<file path="src/rtl/ntt_pkg.sv">
`default_nettype none
// ============================================================================
// Module      : ntt_pkg
// Description : Shared constants, state encoding and data types for the
//               Kyber NTT coefficient loader.
// Revision    : 1.0 - initial release
// ============================================================================
package ntt_pkg;

  localparam int unsigned Q           = 3329;
  localparam int unsigned N_PAIRS     = 128;
  localparam int unsigned TIMEOUT_CYC = 4096;

  typedef logic [7:0]  addr_t;
  typedef logic [15:0] coef_t;

  typedef enum logic [1:0] {
    IDLE = 2'd0,
    LOAD = 2'd1,
    KICK = 2'd2,
    WAIT = 2'd3
  } state_t;

endpackage : ntt_pkg
`default_nettype wire

</file>
<file path="src/rtl/coef_reduce.sv">
`default_nettype none
// ============================================================================
// Module      : coef_reduce
// Description : Combinational range check and single-step reduction of one
//               16-bit coefficient against the modulus.
// Revision    : 1.0 - initial release
// ============================================================================
module coef_reduce
  import ntt_pkg::*;
#(
  parameter int unsigned QMOD = ntt_pkg::Q
) (
  input  coef_t c_i,
  output coef_t r_o,
  output logic  bad_o
);

  localparam coef_t C_Q  = coef_t'(QMOD);
  localparam coef_t C_Q2 = coef_t'(2 * QMOD);

  // Values below Q pass, one modulus is removed below 2Q, anything larger is forced to 0
  always_comb begin
    r_o   = '0;
    bad_o = 1'b0;
    if (c_i < C_Q) begin
      r_o = c_i;
    end else if (c_i < C_Q2) begin
      r_o   = c_i - C_Q;
      bad_o = 1'b1;
    end else begin
      bad_o = 1'b1;
    end
  end

endmodule : coef_reduce
`default_nettype wire

</file>
<file path="src/rtl/ntt_coef_loader.sv">
`default_nettype none
// ============================================================================
// Module      : ntt_coef_loader
// Description : Streams 128 packed coefficient pairs into the NTT wrapper
//               load port, kicks the transform and waits for its done.
// Revision    : 1.0 - initial release
// ============================================================================
module ntt_coef_loader
  import ntt_pkg::*;
#(
  parameter int unsigned Q           = ntt_pkg::Q,
  parameter int unsigned N_PAIRS     = ntt_pkg::N_PAIRS,
  parameter int unsigned TIMEOUT_CYC = ntt_pkg::TIMEOUT_CYC
) (
  input  logic        clk,
  input  logic        rst,
  input  logic        go,
  input  logic        mode_in,
  input  logic        s_valid,
  output logic        s_ready,
  input  logic [31:0] s_data,
  input  logic        s_last,
  output logic        core_start,
  output logic        core_mode,
  output logic        core_we,
  output logic [7:0]  core_addr_a,
  output logic [7:0]  core_addr_b,
  output logic [15:0] core_data_a,
  output logic [15:0] core_data_b,
  input  logic        core_done,
  output logic        busy,
  output logic        load_done,
  output logic        range_err,
  output logic        frame_err,
  output logic        timeout,
  output logic [7:0]  err_cnt
);

  localparam int unsigned KW = $clog2(N_PAIRS);
  localparam int unsigned CW = $clog2(TIMEOUT_CYC + 1);
  localparam logic [KW-1:0] K_LAST = KW'(N_PAIRS - 1);
  localparam logic [CW-1:0] T_LIM  = CW'(TIMEOUT_CYC);

  state_t          state_q, state_d;
  logic [KW-1:0]   k_q, k_d;
  logic [CW-1:0]   wcnt_q, wcnt_d;
  logic            mode_q, mode_d;
  logic            we_q, we_d;
  logic            start_q, start_d;
  addr_t           addr_a_q, addr_a_d, addr_b_q, addr_b_d;
  coef_t           data_a_q, data_a_d, data_b_q, data_b_d;
  logic            load_done_q, load_done_d;
  logic            range_err_q, range_err_d;
  logic            frame_err_q, frame_err_d;
  logic            timeout_q, timeout_d;
  logic [7:0]      err_cnt_q, err_cnt_d;
  logic            done_prev_q;

  coef_t           red_a, red_b;
  logic            bad_a, bad_b;
  logic [8:0]      err_sum;
  logic            beat;

  // Lane A carries the even coefficient in the upper half-word
  coef_reduce #(.QMOD(Q)) u_red_a (
    .c_i   (s_data[31:16]),
    .r_o   (red_a),
    .bad_o (bad_a)
  );

  coef_reduce #(.QMOD(Q)) u_red_b (
    .c_i   (s_data[15:0]),
    .r_o   (red_b),
    .bad_o (bad_b)
  );

  assign beat    = (state_q == LOAD) && s_valid;
  assign err_sum = {1'b0, err_cnt_q} + 9'(bad_a) + 9'(bad_b);

  // Next-state and registered-output logic for the load/kick/wait sequence
  always_comb begin
    state_d     = state_q;
    k_d         = k_q;
    wcnt_d      = wcnt_q;
    mode_d      = mode_q;
    we_d        = 1'b0;
    addr_a_d    = addr_a_q;
    addr_b_d    = addr_b_q;
    data_a_d    = data_a_q;
    data_b_d    = data_b_q;
    range_err_d = range_err_q;
    frame_err_d = frame_err_q;
    timeout_d   = timeout_q;
    err_cnt_d   = err_cnt_q;

    case (state_q)
      IDLE: begin
        if (go) begin
          state_d     = LOAD;
          mode_d      = mode_in;
          k_d         = '0;
          range_err_d = 1'b0;
          frame_err_d = 1'b0;
          timeout_d   = 1'b0;
          err_cnt_d   = '0;
        end
      end
      LOAD: begin
        if (beat) begin
          we_d        = 1'b1;
          addr_a_d    = addr_t'({k_q, 1'b0});
          addr_b_d    = addr_t'({k_q, 1'b1});
          data_a_d    = red_a;
          data_b_d    = red_b;
          range_err_d = range_err_q | bad_a | bad_b;
          err_cnt_d   = err_sum[8] ? 8'hFF : err_sum[7:0];
          k_d         = k_q + KW'(1);
          if (k_q == K_LAST) begin
            state_d = KICK;
            if (!s_last) frame_err_d = 1'b1;
          end else if (s_last) begin
            // Short frame: the beat is still written, but the transform is not started
            frame_err_d = 1'b1;
            state_d     = IDLE;
          end
        end
      end
      KICK: begin
        state_d = WAIT;
        wcnt_d  = '0;
      end
      WAIT: begin
        if (core_done && !done_prev_q) begin
          state_d = IDLE;
        end else if (wcnt_q == T_LIM) begin
          timeout_d = 1'b1;
          state_d   = IDLE;
        end else begin
          wcnt_d = wcnt_q + CW'(1);
        end
      end
      default: state_d = IDLE;
    endcase

    // Start stays high through the cycle that presents the last write
    start_d     = (state_d == LOAD) || (state_d == KICK) || we_d;
    load_done_d = (state_d == KICK);
  end

  // State and output registers; reset abandons any transaction in flight
  always_ff @(posedge clk or negedge rst) begin
    if (!rst) begin
      state_q     <= IDLE;
      k_q         <= '0;
      wcnt_q      <= '0;
      mode_q      <= 1'b0;
      we_q        <= 1'b0;
      start_q     <= 1'b0;
      addr_a_q    <= '0;
      addr_b_q    <= '0;
      data_a_q    <= '0;
      data_b_q    <= '0;
      load_done_q <= 1'b0;
      range_err_q <= 1'b0;
      frame_err_q <= 1'b0;
      timeout_q   <= 1'b0;
      err_cnt_q   <= '0;
      done_prev_q <= 1'b0;
    end else begin
      state_q     <= state_d;
      k_q         <= k_d;
      wcnt_q      <= wcnt_d;
      mode_q      <= mode_d;
      we_q        <= we_d;
      start_q     <= start_d;
      addr_a_q    <= addr_a_d;
      addr_b_q    <= addr_b_d;
      data_a_q    <= data_a_d;
      data_b_q    <= data_b_d;
      load_done_q <= load_done_d;
      range_err_q <= range_err_d;
      frame_err_q <= frame_err_d;
      timeout_q   <= timeout_d;
      err_cnt_q   <= err_cnt_d;
      done_prev_q <= core_done;
    end
  end

  assign s_ready     = (state_q == LOAD);
  assign busy        = (state_q != IDLE);
  assign core_start  = start_q;
  assign core_mode   = mode_q;
  assign core_we     = we_q;
  assign core_addr_a = addr_a_q;
  assign core_addr_b = addr_b_q;
  assign core_data_a = data_a_q;
  assign core_data_b = data_b_q;
  assign load_done   = load_done_q;
  assign range_err   = range_err_q;
  assign frame_err   = frame_err_q;
  assign timeout     = timeout_q;
  assign err_cnt     = err_cnt_q;

endmodule : ntt_coef_loader
`default_nettype wire

</file>
<file path="config.mk">
export PLATFORM = sky130hd
export DESIGN_NAME = ntt_coef_loader
export DESIGN_NICKNAME = d
export VERILOG_FILES = /design/src/rtl/ntt_pkg.sv /design/src/rtl/coef_reduce.sv /design/src/rtl/ntt_coef_loader.sv
export SDC_FILE = /design/constraint.sdc
export NUM_CORES = 1
export LEC_CHECK = 0
export BUFFER_PORTS_ARGS = -buffer_cell sky130_fd_sc_hd__buf_4
export CAP_MARGIN = 20
export CORE_ASPECT_RATIO = 0.5
export CORE_MARGIN = 2
export CORE_UTILIZATION = 48
export DETAILED_ROUTE_END_ITERATION = 16
export HOLD_SLACK_MARGIN = 0.15
export PLACE_DENSITY = 0.76
export SYNTH_ARGS = -nofsm -noshare
export SYNTH_HDL_FRONTEND = slang
export SYNTH_SLANG_ARGS = --single-unit
</file>
<file path="constraint.sdc">
create_clock -name clk -period 1.96 [get_ports clk]
set_input_delay 0.098 -clock clk [delete_from_list [all_inputs] [get_ports clk]]
set_output_delay 0.098 -clock clk [all_outputs]
set_load 0.01 [all_outputs]
</file>
=== Word-level counts from Yosys, hierarchy flattened ===
Index checks and enable logic that the tools add are counted.

* Reductions and logical operators: 16
* Mux-type cells: 36
* Bitwise gates (word level): 2
* Equal/unequal tests: 14
* Order comparisons: 4
* Add/sub/neg operators: 6

{| class="wikitable"
|+ Operators by type and width
! cell !! number
|-
| $mux 16 || 4
|-
| $lt 16x12->1 const B || 2
|-
| $lt 16x13->1 const B || 2
|-
| $sub 16x12->16 const B || 2
|-
| $mux 13 || 2
|-
| $pmux 13 s2 || 1
|-
| $mux 8 || 3
|-
| $pmux 8 s2 || 1
|-
| $mux 7 || 2
|-
| $pmux 7 s2 || 1
|-
| $add 13x1->13 const B || 1
|-
| $eq 13x13->1 const B || 1
|-
| $mux 1 || 12
|-
| $mux 2 || 6
|-
| $add 8x1->9 || 1
|-
| $add 9x1->9 || 1
|-
| $ne 2x2->1 const B || 4
|-
| $pmux 2 s4 || 1
|-
| $reduce_bool 2->1 || 4
|-
| $add 7x1->7 const B || 1
|-
| $eq 7x7->1 const B || 1
|-
| $eq 2x2->1 const B || 3
|-
| $pmux 1 s2 || 3
|-
| $reduce_and 3->1 || 2
|-
| other kinds (12) || 17
|}

* Logic and storage cells: 94
* Input port bits: 39
* Register bits: 85
* Output and inout bits: 65

=== Logic depth before layout (Yosys ltp) ===
* Depth in word-level cells: 7
* Depth in mapped cells: 11
* Mapped depth without buffers: 11

=== Modules after synthesis ===
A second synthesis with hierarchy kept.

* Cell total of the unflattened synthesis: 560
* Area total of the unflattened synthesis: 4775.8 um^2

{| class="wikitable"
|+ Modules (own cells, without submodules)
! module !! cells each !! area an instance (um^2) !! times used !! sequential area each (um^2)
|-
| ntt_coef_loader || 382 || 3554.7 || 1 || 1951.9
|-
| coef_reduce || 89 || 610.6 || 2 || 0.0
|}

=== Worst setup path before layout ===
Ideal clock, no wire load.

* Path type: input-to-reg
* Start: input port s_data[21]
* End: register err_cnt_q[5] (netlist: err_cnt[5])
* Path buffers: 0
* Setup slack: -0.446 ns
* Arrival: 2.283 ns
* Stages on the path: 9
* Required time: 1.837 ns
* Setup time: 0.123 ns
* Cell sequence: nor4_4 a31oi_1 nor2_1 inv_1 fa_1 and4_1 nand3_1 o21ai_0 o221a_2

* Longest elaborated chain between the ends: 7

{| class="wikitable"
|+ RTL lines
! what !! line !! RTL
|-
| from (decl) || ntt_coef_loader.sv:21 || <nowiki>input logic [31:0] s_data,</nowiki>
|-
| $lt 16x12->1 || coef_reduce.sv:25 || <nowiki>if (c_i < C_Q) begin</nowiki>
|-
| $mux 1 || coef_reduce.sv:25 ||
|-
| $add 8x1->9 || ntt_coef_loader.sv:78 || <nowiki>assign err_sum = {1'b0, err_cnt_q} + 9'(bad_a) + 9'(bad_b);</nowiki>
|-
| $add 9x1->9 || ntt_coef_loader.sv:78 ||
|-
| $mux 8 || ntt_coef_loader.sv:116 || <nowiki>err_cnt_d = err_sum[8] ? 8'hFF : err_sum[7:0];</nowiki>
|-
| $mux 8 || ntt_coef_loader.sv:109 || <nowiki>if (beat) begin</nowiki>
|-
| $pmux 8 s2 || ntt_coef_loader.sv:96 || <nowiki>case (state_q)</nowiki>
|-
| to (signal assigned) || ntt_coef_loader.sv:184 || <nowiki>err_cnt_q <= err_cnt_d;</nowiki>
|-
| to (decl) || ntt_coef_loader.sv:56 || <nowiki>logic [7:0] err_cnt_q, err_cnt_d;</nowiki>
|}

No other way between the ends. The select of a mux whose other input is x is not followed.
A chain may end at the register's enable or synchronous reset.

=== Worst setup path in the final report ===
* Start: register wcnt_q[1]
* End: register wcnt_q[5]

* Longest elaborated chain between the ends: 4
* Elaborated cells between the ends (all ways): 7
* Classes of those cells: 1 x add/sub; 2 x eq/ne; 3 x mux; 1 x reduce/logical

{| class="wikitable"
|+ RTL lines
! what !! line !! RTL
|-
| from (decl) || ntt_coef_loader.sv:46 || <nowiki>logic [CW-1:0] wcnt_q, wcnt_d;</nowiki>
|-
| from (signal assigned) || ntt_coef_loader.sv:172 || <nowiki>wcnt_q <= wcnt_d;</nowiki>
|-
| $add 13x1->13 || ntt_coef_loader.sv:139 || <nowiki>wcnt_d = wcnt_q + CW'(1);</nowiki>
|-
| $mux 13 || ntt_coef_loader.sv:135 || <nowiki>end else if (wcnt_q == T_LIM) begin</nowiki>
|-
| $mux 13 || ntt_coef_loader.sv:133 || <nowiki>if (core_done && !done_prev_q) begin</nowiki>
|-
| $pmux 13 s2 || ntt_coef_loader.sv:96 ||
|}

Several ways; a longest one is shown, not always the timed one. The select of a mux whose other input is x is not followed.

==> results.cfg <==
[status]
status = complete, no violations

[final_layout]
n_fill_cell = 612
final_area_um2 = 5810
layout-drive-gt1-share = 0.305
final-seq-area_um2 = 1950
syn_to_final_growth_pct = 43.5
multi_input_area_um2 = 1970
n_antenna_cell = 0
instances_no_fill = 715
nNetsFinal = 644

[logic_synthesis]
ys_types = 49
synthCells = 445
synth-edff-count = 0
yosysTopAreaCell = dfrtp_1
synth-seq-area-share = 0.482
synth_async_sr_flop_share = 1.00
synth.most_common_cell = dfrtp_1
ys_warn_count = 0
synth-main-ff-cell = dfrtp_1
synth.avg_cell_area_um2 = 9.10
synth_seq_cells = 78
syn_area_um2 = 4050
netlist_top_cells_area = dfrtp_1 (48%), nand2_1 (6.9%), o21ai_0 (5.6%), xor2_1 (5.4%), nor2_1 (3.4%)
syn_nets = 491
synth_top_area_frac = 0.482
synth_common_cells = dfrtp_1 (78), nand2_1 (74), o21ai_0 (45), nor2_1 (37), xor2_1 (25)

[cts]
cts_setup_buffers = 0
clockBufferDepth = 2
cts-root-buf = clkbuf_16
clk_latency_ns = 0.34
cts_sinks = 78
cts_tree = built
cts_buffers = 9
cts_max_level = 3
clk_pin_slew_ns = 0.06

[placement]
post-dp-hpwl_um = 7530
globalplace.congestion = 0.946
port_buffers = 102
dp_cells = 678
placed_area_um2 = 5230

[pwr]
p_leak_nw = 2.77
p_per_area_nw_per_um2 = 891
ir_drop_mv = 0.550

[routing]
wl_per_cell_um = 15.2
dr.pass1.iters = 4
drt_wl_total_um = 10900
drc = 0
vias = 3823
via_per_inst = 5.35
ant_nets = 0
drt-initial-drc-count = 203

[floorplan]
die_h_um = 69.0
design.core.area_um2 = 8090
initial_core_util = 0.501
rows = 23
pin_count = 104
dieArea_um2 = 9230
dieWidth_um = 134

[timing]
fin_crit_ns = 1.84
timing.fmax_mhz = 544
worst_slew_pin_slew_ns = 0.554
skew_ns = 0.00573
slew_violations = 0
holdWs_ns = 0.175
fin_crit_sh = 0.937
rsz0062_at_grt = no
setup_viol = 0
final_hold_viol_count = 0
max_slew_margin = 0.631
fin_tns_setup_ns = 0

[global_route]
grt_antenna_before_repair = 0
grt_pass1_wl_um = 17900
first_global_vias = 3732
grt_max_degree = 44
grt.total_usage = 0.251
grt_overflow_total = 0

[worst_setup_path]
startpoint_type = flop
arrival_ns = 2.06
worst_ep_required_time_ns = 2.19
path_class = flop to flop
end_kind = flop
cp_max_fo = 6

[run]
maxCapViolations = 0

[min_path]
hold_path.class = input port to flop
flip-flops by register name, indices dropped and copies added (netlist names), 2 cells and up:
name	flops
k_q	7
core_data_b	16
wcnt_q	13
core_data_a	16
core_addr_b	8
err_cnt	8
state_q	2
worst paths after layout:
check	start	end	slack, ns	cells past startpoint
max in group asynchronous	rst	core_data_a[12]$_DFFE_PN0P_	1.07	3
setup reg to reg	wcnt_q[1]$_DFFE_PN0P_	wcnt_q[5]$_DFFE_PN0P_	0.12	8
min in group asynchronous	rst	core_data_b[9]$_DFFE_PN0P_	0.29	2
setup / recovery	wcnt_q[1]$_DFFE_PN0P_	wcnt_q[5]$_DFFE_PN0P_	0.12	8
hold reg to reg	core_data_b[1]$_DFFE_PN0P_	core_data_b[1]$_DFFE_PN0P_	0.48	2
hold / removal	s_data[11]	core_data_b[11]$_DFFE_PN0P_	0.17	3
through the flow:
step,worst slack (ns),power [mW],utilization
6_report,0.123,5.18,0.719
5_1_grt,0.0347,5.45,0.719
4_1_cts,0.0243,5.19,0.717
3_5_place_dp,-0.128,3.14,0.646
3_3_place_gp,-0.119,3.10,0.646
2_1_floorplan,-0.104,2.59,-
final cells by class:
class	count	share of cell area
multi-input cells	324	0.339
flip-flops and latches	78	0.336
clock buffers	10	0.0411
repair buffers	168	0.228
well taps	112	0.0241
clock inverters	6	0.0202
inverters	17	0.0110
critical path: stages (launching register included):
cell,delay [ns]
dfrtp_1,0.37
inv_1,0.07
ha_1,0.19
nor4b_2,0.16
and3_4,0.20
buf_4,0.15
nor4_1,0.36
xnor2_1,0.16
nor2_1,0.07
cells in the final DEF, fill, tap and decap left out, types with 11 or more instances in the layout:
master,count
xor2_1,25
dlygate4sd3_1,21
nand3_1,16
nor2_1,36
inv_1,17
nor3_1,16
dfrtp_1,78
xnor2_1,11
o21ai_0,43
nand2_1,72
buf_4,146
a21oi_1,14
routing by layer:
| layer | track usage | wire (um) | vias up | part of all wire |
|---|---|---|---|---|
| met5 | 0 | 0 | - | 0 |
| li1 | - | - | 1834 | - |
| met2 | 0.442 | 5430 | 112 | 0.50 |
| met1 | 0.311 | 4810 | 1858 | 0.44 |
| met4 | 0.0771 | 170 | 0 | 0.016 |
| met3 | 0.0673 | 477 | 19 | 0.044 |
cell families (layout without fill, tap and decap cells):
| kind of cell | count (synthesis) | in the layout | share of synthesized area |
|---|---|---|---|
| XOR/XNOR | 36 | 36 | 0.0778 |
| adder cells (fa/ha/maj) | 7 | 7 | 0.0235 |
| flip-flops | 78 | 78 | 0.482 |
| AND/OR/NAND/NOR | 189 | 189 | 0.232 |
| buffers and inverters | 43 | 201 | 0.0485 |
| AO/OA/AOI/OAI | 91 | 91 | 0.135 |
| other | 1 | 1 | 0.000926 |
power breakdown:
part	leakage, nW	total [mW]	switching (mW)	internal, mW
Clock	0.171	1.98	0.688	1.29
Sequential	1.04	2.04	0.221	1.82
Combinational	1.56	1.16	0.587	0.568
what timing repair did:
action | 4_1_cts | 5_1_grt
hold buffers | 21 | 0
setup endpoints to repair | 0 | 1
hold endpoints to repair | 60 | 0
resized for setup | 0 | 4
(Power assumes the default switching activity.)
